==> config.mk <==
export PLATFORM = sky130hd
export DESIGN_NAME = yutorina_bus_slave_if
export DESIGN_NICKNAME = d
export VERILOG_FILES = /design/src/rtl/yutorina_bus_slave_if_pkg.sv /design/src/rtl/yutorina_bus_slave_if.sv
export SDC_FILE = /design/constraint.sdc
export NUM_CORES = 1
export LEC_CHECK = 0
export ABC_AREA = 1
export ABC_CLOCK_PERIOD_IN_PS = 1420
export BUFFER_PORTS_ARGS = -buffer_cell sky130_fd_sc_hd__buf_4
export CORE_ASPECT_RATIO = 0.8
export CORE_MARGIN = 2
export CORE_UTILIZATION = 40
export CTS_CLUSTER_DIAMETER = 100
export DETAILED_ROUTE_END_ITERATION = 8
export PLACE_DENSITY = 0.77
export SYNTH_ARGS = -nofsm -noshare
export SYNTH_HDL_FRONTEND = slang
export SYNTH_SLANG_ARGS = --single-unit
==> constraint.sdc <==
create_clock -name clk -period 1.42 [get_ports clk]
set_input_delay 0 -clock clk [delete_from_list [all_inputs] [get_ports clk]]
set_output_delay 0 -clock clk [all_outputs]
set_load 0.02 [all_outputs]
==> src/rtl/yutorina_bus_slave_if_pkg.sv <==
// Shared bus definitions for the slave interface: word widths, the active-low
// enable and read/write codes, and the slave FSM state and wait-counter types.
package yutorina_bus_slave_if_pkg;

    localparam int WORD_ADDR_W = 30;
    localparam int WORD_DATA_W = 32;

    typedef logic [WORD_ADDR_W-1:0] word_addr_t;
    typedef logic [WORD_DATA_W-1:0] word_data_t;

    localparam logic       ENABLE_  = 1'b0;
    localparam logic       DISABLE_ = 1'b1;
    localparam logic       READ     = 1'b1;
    localparam logic       WRITE    = 1'b0;
    localparam word_data_t ZERO     = '0;

    typedef enum logic [2:0] {
        BUS_SLV_STATE_IDLE    = 3'd0,
        BUS_SLV_STATE_ACCESS  = 3'd1,
        BUS_SLV_STATE_CAPTURE = 3'd2,
        BUS_SLV_STATE_WAIT    = 3'd3,
        BUS_SLV_STATE_READY   = 3'd4
    } bus_slv_state_e;

    typedef logic [3:0] bus_slv_wait_t;

    // Counter preload for the WAIT state; the WAIT state itself supplies one cycle.
    function automatic bus_slv_wait_t wait_preload(input int wait_cycles);
        return (wait_cycles > 0) ? bus_slv_wait_t'(wait_cycles - 1) : '0;
    endfunction

endpackage

==> src/rtl/yutorina_bus_slave_if.sv <==
// Responder-side bus interface: turns a one-cycle bus strobe into a device access,
// inserts WAIT_CYCLES wait states and returns a registered one-cycle ready pulse.
module yutorina_bus_slave_if
    import yutorina_bus_slave_if_pkg::*;
#(
    parameter int DEV_ADDR_W  = 12,
    parameter int WAIT_CYCLES = 0
) (
    input  logic                  clk,
    input  logic                  rst,
    input  logic                  bus_cs_,
    input  logic                  bus_as_,
    input  logic                  bus_rw,
    input  word_addr_t            bus_addr,
    input  word_data_t            bus_w_data,
    output logic                  bus_rdy_,
    output word_data_t            bus_r_data,
    output logic                  dev_as_,
    output logic                  dev_rw,
    output logic [DEV_ADDR_W-1:0] dev_addr,
    output word_data_t            dev_w_data,
    input  word_data_t            dev_r_data
);

    if (WAIT_CYCLES < 0 || WAIT_CYCLES > 15) begin : g_bad_wait
        $error("WAIT_CYCLES must be in 0..15");
    end

    localparam bus_slv_wait_t WAIT_INIT = wait_preload(WAIT_CYCLES);

    bus_slv_state_e state;
    bus_slv_wait_t  wait_cnt;
    word_data_t     rd_buf;

    // Upper address bits select this slave in the decoder and are not needed here.
    logic unused_addr;
    assign unused_addr = ^bus_addr[WORD_ADDR_W-1:DEV_ADDR_W];

    // NOTE: every register here updates with <= so all state moves on the same edge
    // using pre-edge values; a blocking = would let later statements see new values.
    always_ff @(posedge clk or negedge rst) begin
        if (!rst) begin
            state      <= BUS_SLV_STATE_IDLE;
            wait_cnt   <= '0;
            rd_buf     <= ZERO;
            bus_rdy_   <= DISABLE_;
            bus_r_data <= ZERO;
            dev_as_    <= DISABLE_;
            dev_rw     <= READ;
            dev_addr   <= '0;
            dev_w_data <= ZERO;
        end else begin
            case (state)
                BUS_SLV_STATE_IDLE: begin
                    if (bus_cs_ == ENABLE_ && bus_as_ == ENABLE_) begin
                        state      <= BUS_SLV_STATE_ACCESS;
                        dev_addr   <= bus_addr[DEV_ADDR_W-1:0];
                        dev_rw     <= bus_rw;
                        dev_w_data <= bus_w_data;
                        dev_as_    <= ENABLE_;
                    end
                end
                BUS_SLV_STATE_ACCESS: begin
                    dev_as_ <= DISABLE_;
                    state   <= BUS_SLV_STATE_CAPTURE;
                end
                BUS_SLV_STATE_CAPTURE: begin
                    if (dev_rw == READ) begin
                        rd_buf <= dev_r_data;
                    end
                    dev_w_data <= ZERO;
                    if (WAIT_CYCLES == 0) begin
                        // The buffer loads on this same edge, so forward the device data.
                        state      <= BUS_SLV_STATE_READY;
                        bus_rdy_   <= ENABLE_;
                        bus_r_data <= (dev_rw == READ) ? dev_r_data : ZERO;
                    end else begin
                        wait_cnt <= WAIT_INIT;
                        state    <= BUS_SLV_STATE_WAIT;
                    end
                end
                BUS_SLV_STATE_WAIT: begin
                    if (wait_cnt == '0) begin
                        state      <= BUS_SLV_STATE_READY;
                        bus_rdy_   <= ENABLE_;
                        bus_r_data <= (dev_rw == READ) ? rd_buf : ZERO;
                    end else begin
                        wait_cnt <= wait_cnt - 1'b1;
                    end
                end
                BUS_SLV_STATE_READY: begin
                    bus_rdy_   <= DISABLE_;
                    bus_r_data <= ZERO;
                    state      <= BUS_SLV_STATE_IDLE;
                end
                default: state <= BUS_SLV_STATE_IDLE;
            endcase
        end
    end

    // The protocol allows one outstanding access; a strobe while busy is dropped.
    busy_strobe_chk: assert property (@(posedge clk) disable iff (!rst)
        (state != BUS_SLV_STATE_IDLE) |-> !(bus_cs_ == ENABLE_ && bus_as_ == ENABLE_))
        else $warning("bus strobe while busy was ignored");

endmodule

## Word-level counts from Yosys, hierarchy flattened

Cells that the tools add are included.

| storage, ports and cells | value |
|---|---|
| logic and storage cells | 45 |
| bits of input ports | 99 |
| output and inout port bits | 79 |
| flip-flop bits (word level) | 118 |

| cells by class | value |
|---|---|
| add/sub/neg operators | 1 |
| reduce and logical (&&, ||, !) cells | 13 |
| mux-type cells | 13 |
| eq/ne operators | 6 |
| bitwise operators | 3 |

Operators by type and width:

| cell | count |
|---|---|
| 32-bit two-way mux | 4 |
| 32-bit one-hot mux with 3 select lines | 1 |
| 32-bit one-hot mux with 2 select lines | 1 |
| 2-bit AND reduction | 7 |
| 3-bit one-hot mux with 4 select lines | 1 |
| 3-bit by 2-bit equality test with 1-bit output, second input constant | 2 |
| 3-bit two-way mux | 2 |
| 4-bit zero test | 1 |
| 2-bit != test, second input constant | 2 |
| 2-bit nonzero test | 2 |
| 4-bit by 1-bit subtractor with 4-bit output, second input constant | 1 |
| 3-bit by 1-bit equality test with 1-bit output, second input constant | 1 |
| 3-bit equality test, second input constant | 1 |
| 3-bit zero test | 1 |
| 1-bit NOT | 3 |
| 1-bit one-hot mux with 3 select lines | 1 |
| 3-bit nonzero test | 1 |
| 1-bit two-way mux | 2 |
| 1-bit one-hot mux with 2 select lines | 1 |
| 1-bit logical AND | 1 |

## Logic depth before layout (Yosys ltp)

| logic depth | value |
|---|---|
| depth after elaboration | 4 |
| depth in mapped cells | 9 |
| mapped depth without buffers | 8 |

## Worst setup path after synthesis

OpenSTA, ideal clock, no wires.

| timing | value |
|---|---|
| path kind | reg2reg |
| start point | register dev_rw |
| end point | register rd_buf[10] |
| cell stages (with the launch flop) | 6 |
| data arrival time | 1.289 ns |
| path buffers | 2 |
| period minus slack after synthesis | 1.419 ns |
| slack | 0.001 ns |
| library setup time | 0.130 ns |
| required time | 1.290 ns |
| cell sequence | dfstp_2 -> buf_2 -> nand3_2 -> clkbuf_1 -> nand2_1 -> o21ai_0 |

| on the way | value |
|---|---|
| cells in the longest elaborated chain, start to end | 1 |

RTL lines:

| element | line | RTL |
|---|---|---|
| start, declared | yutorina_bus_slave_if.sv:19 | `output logic dev_rw,` |
| start signal, assigned | yutorina_bus_slave_if.sv:58 | `dev_rw <= bus_rw;` |
| 2-bit AND reduction (no line) | - |  |
| end signal, assigned | yutorina_bus_slave_if.sv:69 | `rd_buf <= dev_r_data;` |
| end, declared | yutorina_bus_slave_if.sv:33 | `word_data_t rd_buf;` |

No other way between the ends.
A chain may end at the register's enable or synchronous reset.

## Worst setup path after layout

| timing | value |
|---|---|
| start point | register dev_rw |
| end point | output dev_rw |

No word-level cell between the ends.

==> results.txt <==
----------------------------------------------------
[Run status]
  Result of the run ... finished clean

[Logic synthesis]
  Total of warnings raised by yosys ... 0
  Share of cell area taken by muxes after synthesis ... 0%
  Sequential share of the synthesized area ... 55.5%
  Area share of xor/xnor cells in the synthesized design ... 0.164%
  Synthesized netlist net count ... 788
  Register bit total from synthesis ... 118
  Post-Synth Adder-Cell Area ... 0.235%
  Area fraction in compound gates after synthesis ... 3.38%
  Unique masters post-synth ... 18
  Mean cell area of the mapped netlist ... 7.74 µm²
  Combinational family with the most area after synthesis ... simple AND/OR/NAND/NOR gates
  Simple-gate share of the synthesized area ... 32.1%
  Synthesized instance count ... 688
  Cell Area, Synth ... 5330 µm²

[Global route]
  Global-route wire length before repair ... 24900 µm
  Global-route congestion overflow total ... 0
  Via count of the first global-routing pass ... 5217
  Number of antenna violations at the first check in global routing ... 0
  Global-route usage over all layers ... 22.1%
  Pin count of the biggest net entering global routing ... 78

[Cells and area]
  Non-Filler Instances ... 1117
  Ratio of cells with drive above 1 in the final layout ... 24.1%
  Number of diodes ... 0
  Post-Layout Inst Area ... 8240 µm²
  Final nets ... 1029
  Signed area change from the synthesized netlist to the final layout ... 54.6%

[Floorplanning]
  Chip Height ... 107 µm
  Number of rows in the core area ... 37
  Die span in x ... 133 µm
  Core Region ... 12900 µm²
  Area enclosed by the die boundary ... 14300 µm²
  Top-Level Pins ... 178
  Initial cell density of the core ... 41.2%

[Setup path]
  Required time of the critical path ... 1.42 ns
  Count of cells along the worst register-to-register path ... 9
  Top Family by Delay on Critical Path ... flip-flops
  Ordered cell list for the critical path ... buf_6, buf_4
  Biggest cell delay along the critical path ... 0.63 ns
  Worst R2R Setup Slack ... 0.10 ns
  Capturing element type of the critical path ... primary output
  R2r startpoint ... wait_cnt[1]$_DFFE_PN0P_
  Critical Path Source Type ... flop
  Sum of buffers and inverters on the critical path ... 2
  R2R Path End ... bus_r_data[29]$_DFFE_PN0P_
  Cell count along the critical path ... 2
  Slowest stage cell on the critical path ... dfstp_2
  Arrival time of the worst setup path ... 1.33 ns
  WS Path Type ... flop to primary output
  Crit path max fanout ... 10

[Hold path]
  Hold crit path type ... input port to async pin

[STA]
  Number of max-slew violations in the final report ... 0
  RSZ-0062 raised after global routing ... true
  Achievable clock frequency ... 750 MHz
  Hold violation count in the final report ... 0
  Min Tclk post-route ... 1.33 ns
  Fin Clk Skew ... 0.00895 ns
  Setup-failing EPs final ... 0
  Slew headroom ... 70.7%
  Slew at the pin closest to its max-slew limit ... 0.439 ns
  Share of the clock period used by the worst path after layout ... 93.9%

[Power and ir drop]
  Portion of total power attributed to the clock network ... 30.7%
  Switching Power ... 4.46 mW
  Worst VDD drop ... 0.000893 V
  Static leakage ... 4.75 nW
  Relative contribution of sequential cells to total power ... 39.2%
  Total internal power ... 8.41 mW
  Part of the power in combinational logic ... 30.2%
  Overall power ... 12.9 mW
  Fraction of power spent switching nets ... 34.6%
  P per Cell Area ... 1560 nW/µm²

[Placement]
  Number of cells after detailed placement ... 1004
  HPWL after DPL ... 8670 µm
  Number of buffers inserted by port buffering ... 159
  Weighted congestion at the end of routability-driven global placement ... 0.739
  Post-Place Cell Area ... 6840 µm²

[Flow run]
  Count of maximum capacitance violations ... 0

[Route]
  Vias per Instance ... 4.62
  Drt initial violations ... 291
  Number of optimization iterations in the first detailed-route pass ... 4
  Detailed-route wire length per cell ... 13.3 µm
  DRC violation count after routing ... 0
  Aggregate routed wire length ... 14900 µm
  Vias ... 5164
  Number of nets with antenna violations after routing ... 0

[Clock network]
  # Post-CTS Setup Buffers ... 0
  Number of buffers created by CTS ... 17
  Clock sink count ... 118
  Clock network latency to the later pin of the worst-skew pair ... 0.40 ns
  Clock tree from TritonCTS ... built
  CTS Buffer Depth ... 2
  Buffer type at the clock tree root ... clkbuf_16
  Reg clk slew, reported paths ... 0.06 ns
  Deepest level of the CTS H-tree ... 4

----------------------------------------------------
[power groups by stage]
stage	Combinational [mW]	Sequential (mW)	Clock [mW]
2_1_floorplan	1.33	5.67	0
3_3_place_gp	3.58	5.02	0
3_5_place_dp	3.66	5.05	0
4_1_cts	3.84	5.02	4.03
5_1_grt	4.31	5.16	4.20
6_report	3.88	5.04	3.95
[how the worst max path moves through the flow]
stage	startpoint	slack [ns]	endpoint
6_report	dev_rw$_DFFE_PN1P_	0.09	dev_rw
3_3_place_gp	state[1]$_DFFE_PN0P_	0.09	bus_r_data[12]$_DFFE_PN0P_
5_1_grt	state[0]$_DFFE_PN0P_	-0.01	dev_w_data[15]$_DFFE_PN0P_
4_1_cts	dev_rw$_DFFE_PN1P_	0.02	dev_rw
3_5_place_dp	state[1]$_DFFE_PN0P_	0.08	bus_r_data[12]$_DFFE_PN0P_
2_1_floorplan	dev_rw$_DFFE_PN1P_	0.001	rd_buf[10]$_DFFE_PN0P_
[through the flow]
stage / utilization (%) / hold WS (ns) / setup WS (ns) / TNS (ns)
after CTS: 63.4 / 0.111 / 0.0161 / 0
final: 63.8 / 0.121 / 0.0864 / 0
after floorplan: - / -0.296 / 0.00144 / 0
after global placement: 53.0 / 0.00258 / 0.0935 / 0
after detailed placement: 53.0 / 0.00486 / 0.0774 / 0
after global routing: 63.8 / 0.120 / -0.0105 / -0.0195
[worst reg2reg max path: cells and delay by family (launching register included)]
kind          cells  cell delay (ns)
fa+ha+maj         1             0.20
simple gates      5             0.36
buf+inv           3             0.34
flops             1             0.37
[cell usage after synthesis (all sizes together)]
library cell	n	area (µm²)
dfstp	3	78.8
buf	26	146
xor2	1	8.76
inv	73	274
ha	1	12.5
nand3	71	365
o21ai	36	180
clkbuf	10	37.5
dfrtp	115	2880
nor2	6	32.5
nand2	346	1310
[layer usage]
metal	up-vias	part of all wire (%)	GRT usage (%)	wire [µm]
li1	2576	-	-	-
met1	2350	44	28.7	6590
met2	216	47	35.4	6920
met3	22	7.5	6.38	1110
met4	0	1.7	7.83	260
met5	-	0	0	0
[cell type report]
class / instances / area (µm²)
Fill cell: 1011 / 4680
Sequential cell: 118 / 2960
Timing Repair Buffer: 258 / 2310
Multi-Input combinational cell: 461 / 1930
Clock buffer: 17 / 425
Inverter: 73 / 277
Tap cell: 175 / 219
Clock inverter: 15 / 120
[registers in the layout, summed over array words and instances (netlist names)]
name and count:
bus_r_data 32, bus_rdy_ 1, dev_addr 12, dev_as_ 1, dev_rw 1, dev_w_data 32
rd_buf 32, state 3, wait_cnt 4
[cells by family (layout without fill, tap and decap cells)]
| kind of cell | after synthesis | in the layout |
|---|---|---|
| XOR/XNOR | 1 | 1 |
| AND/OR/NAND/NOR | 423 | 423 |
| flip-flops | 118 | 118 |
| AO/OA/AOI/OAI | 36 | 36 |
| adder cells (fa/ha/maj) | 1 | 1 |
| buffers and inverters | 109 | 363 |
[repair_timing]
action                     CTS  global route
hold buffers                80             0
resized for setup            0             7
hold endpoints to repair   201             0
setup endpoints to repair    0            33
[cell usage in the layout, fill, tap and decap left out, types with 2 or more instances in the layout]
cell type and instances:
nand2_1 342, clkinv_2 3, nand2_4 2, buf_4 163, nand3_2 3, inv_6 5, inv_8 2, nand2_2 2
dfrtp_1 115, clkbuf_16 18, dfstp_2 3, nor2_1 4, nand3_1 68, o21ai_0 36, inv_2 3, clkinvlp_4 4
dlygate4sd3_1 80, buf_6 2, inv_1 69, buf_12 12
(Power assumes the default switching activity.)
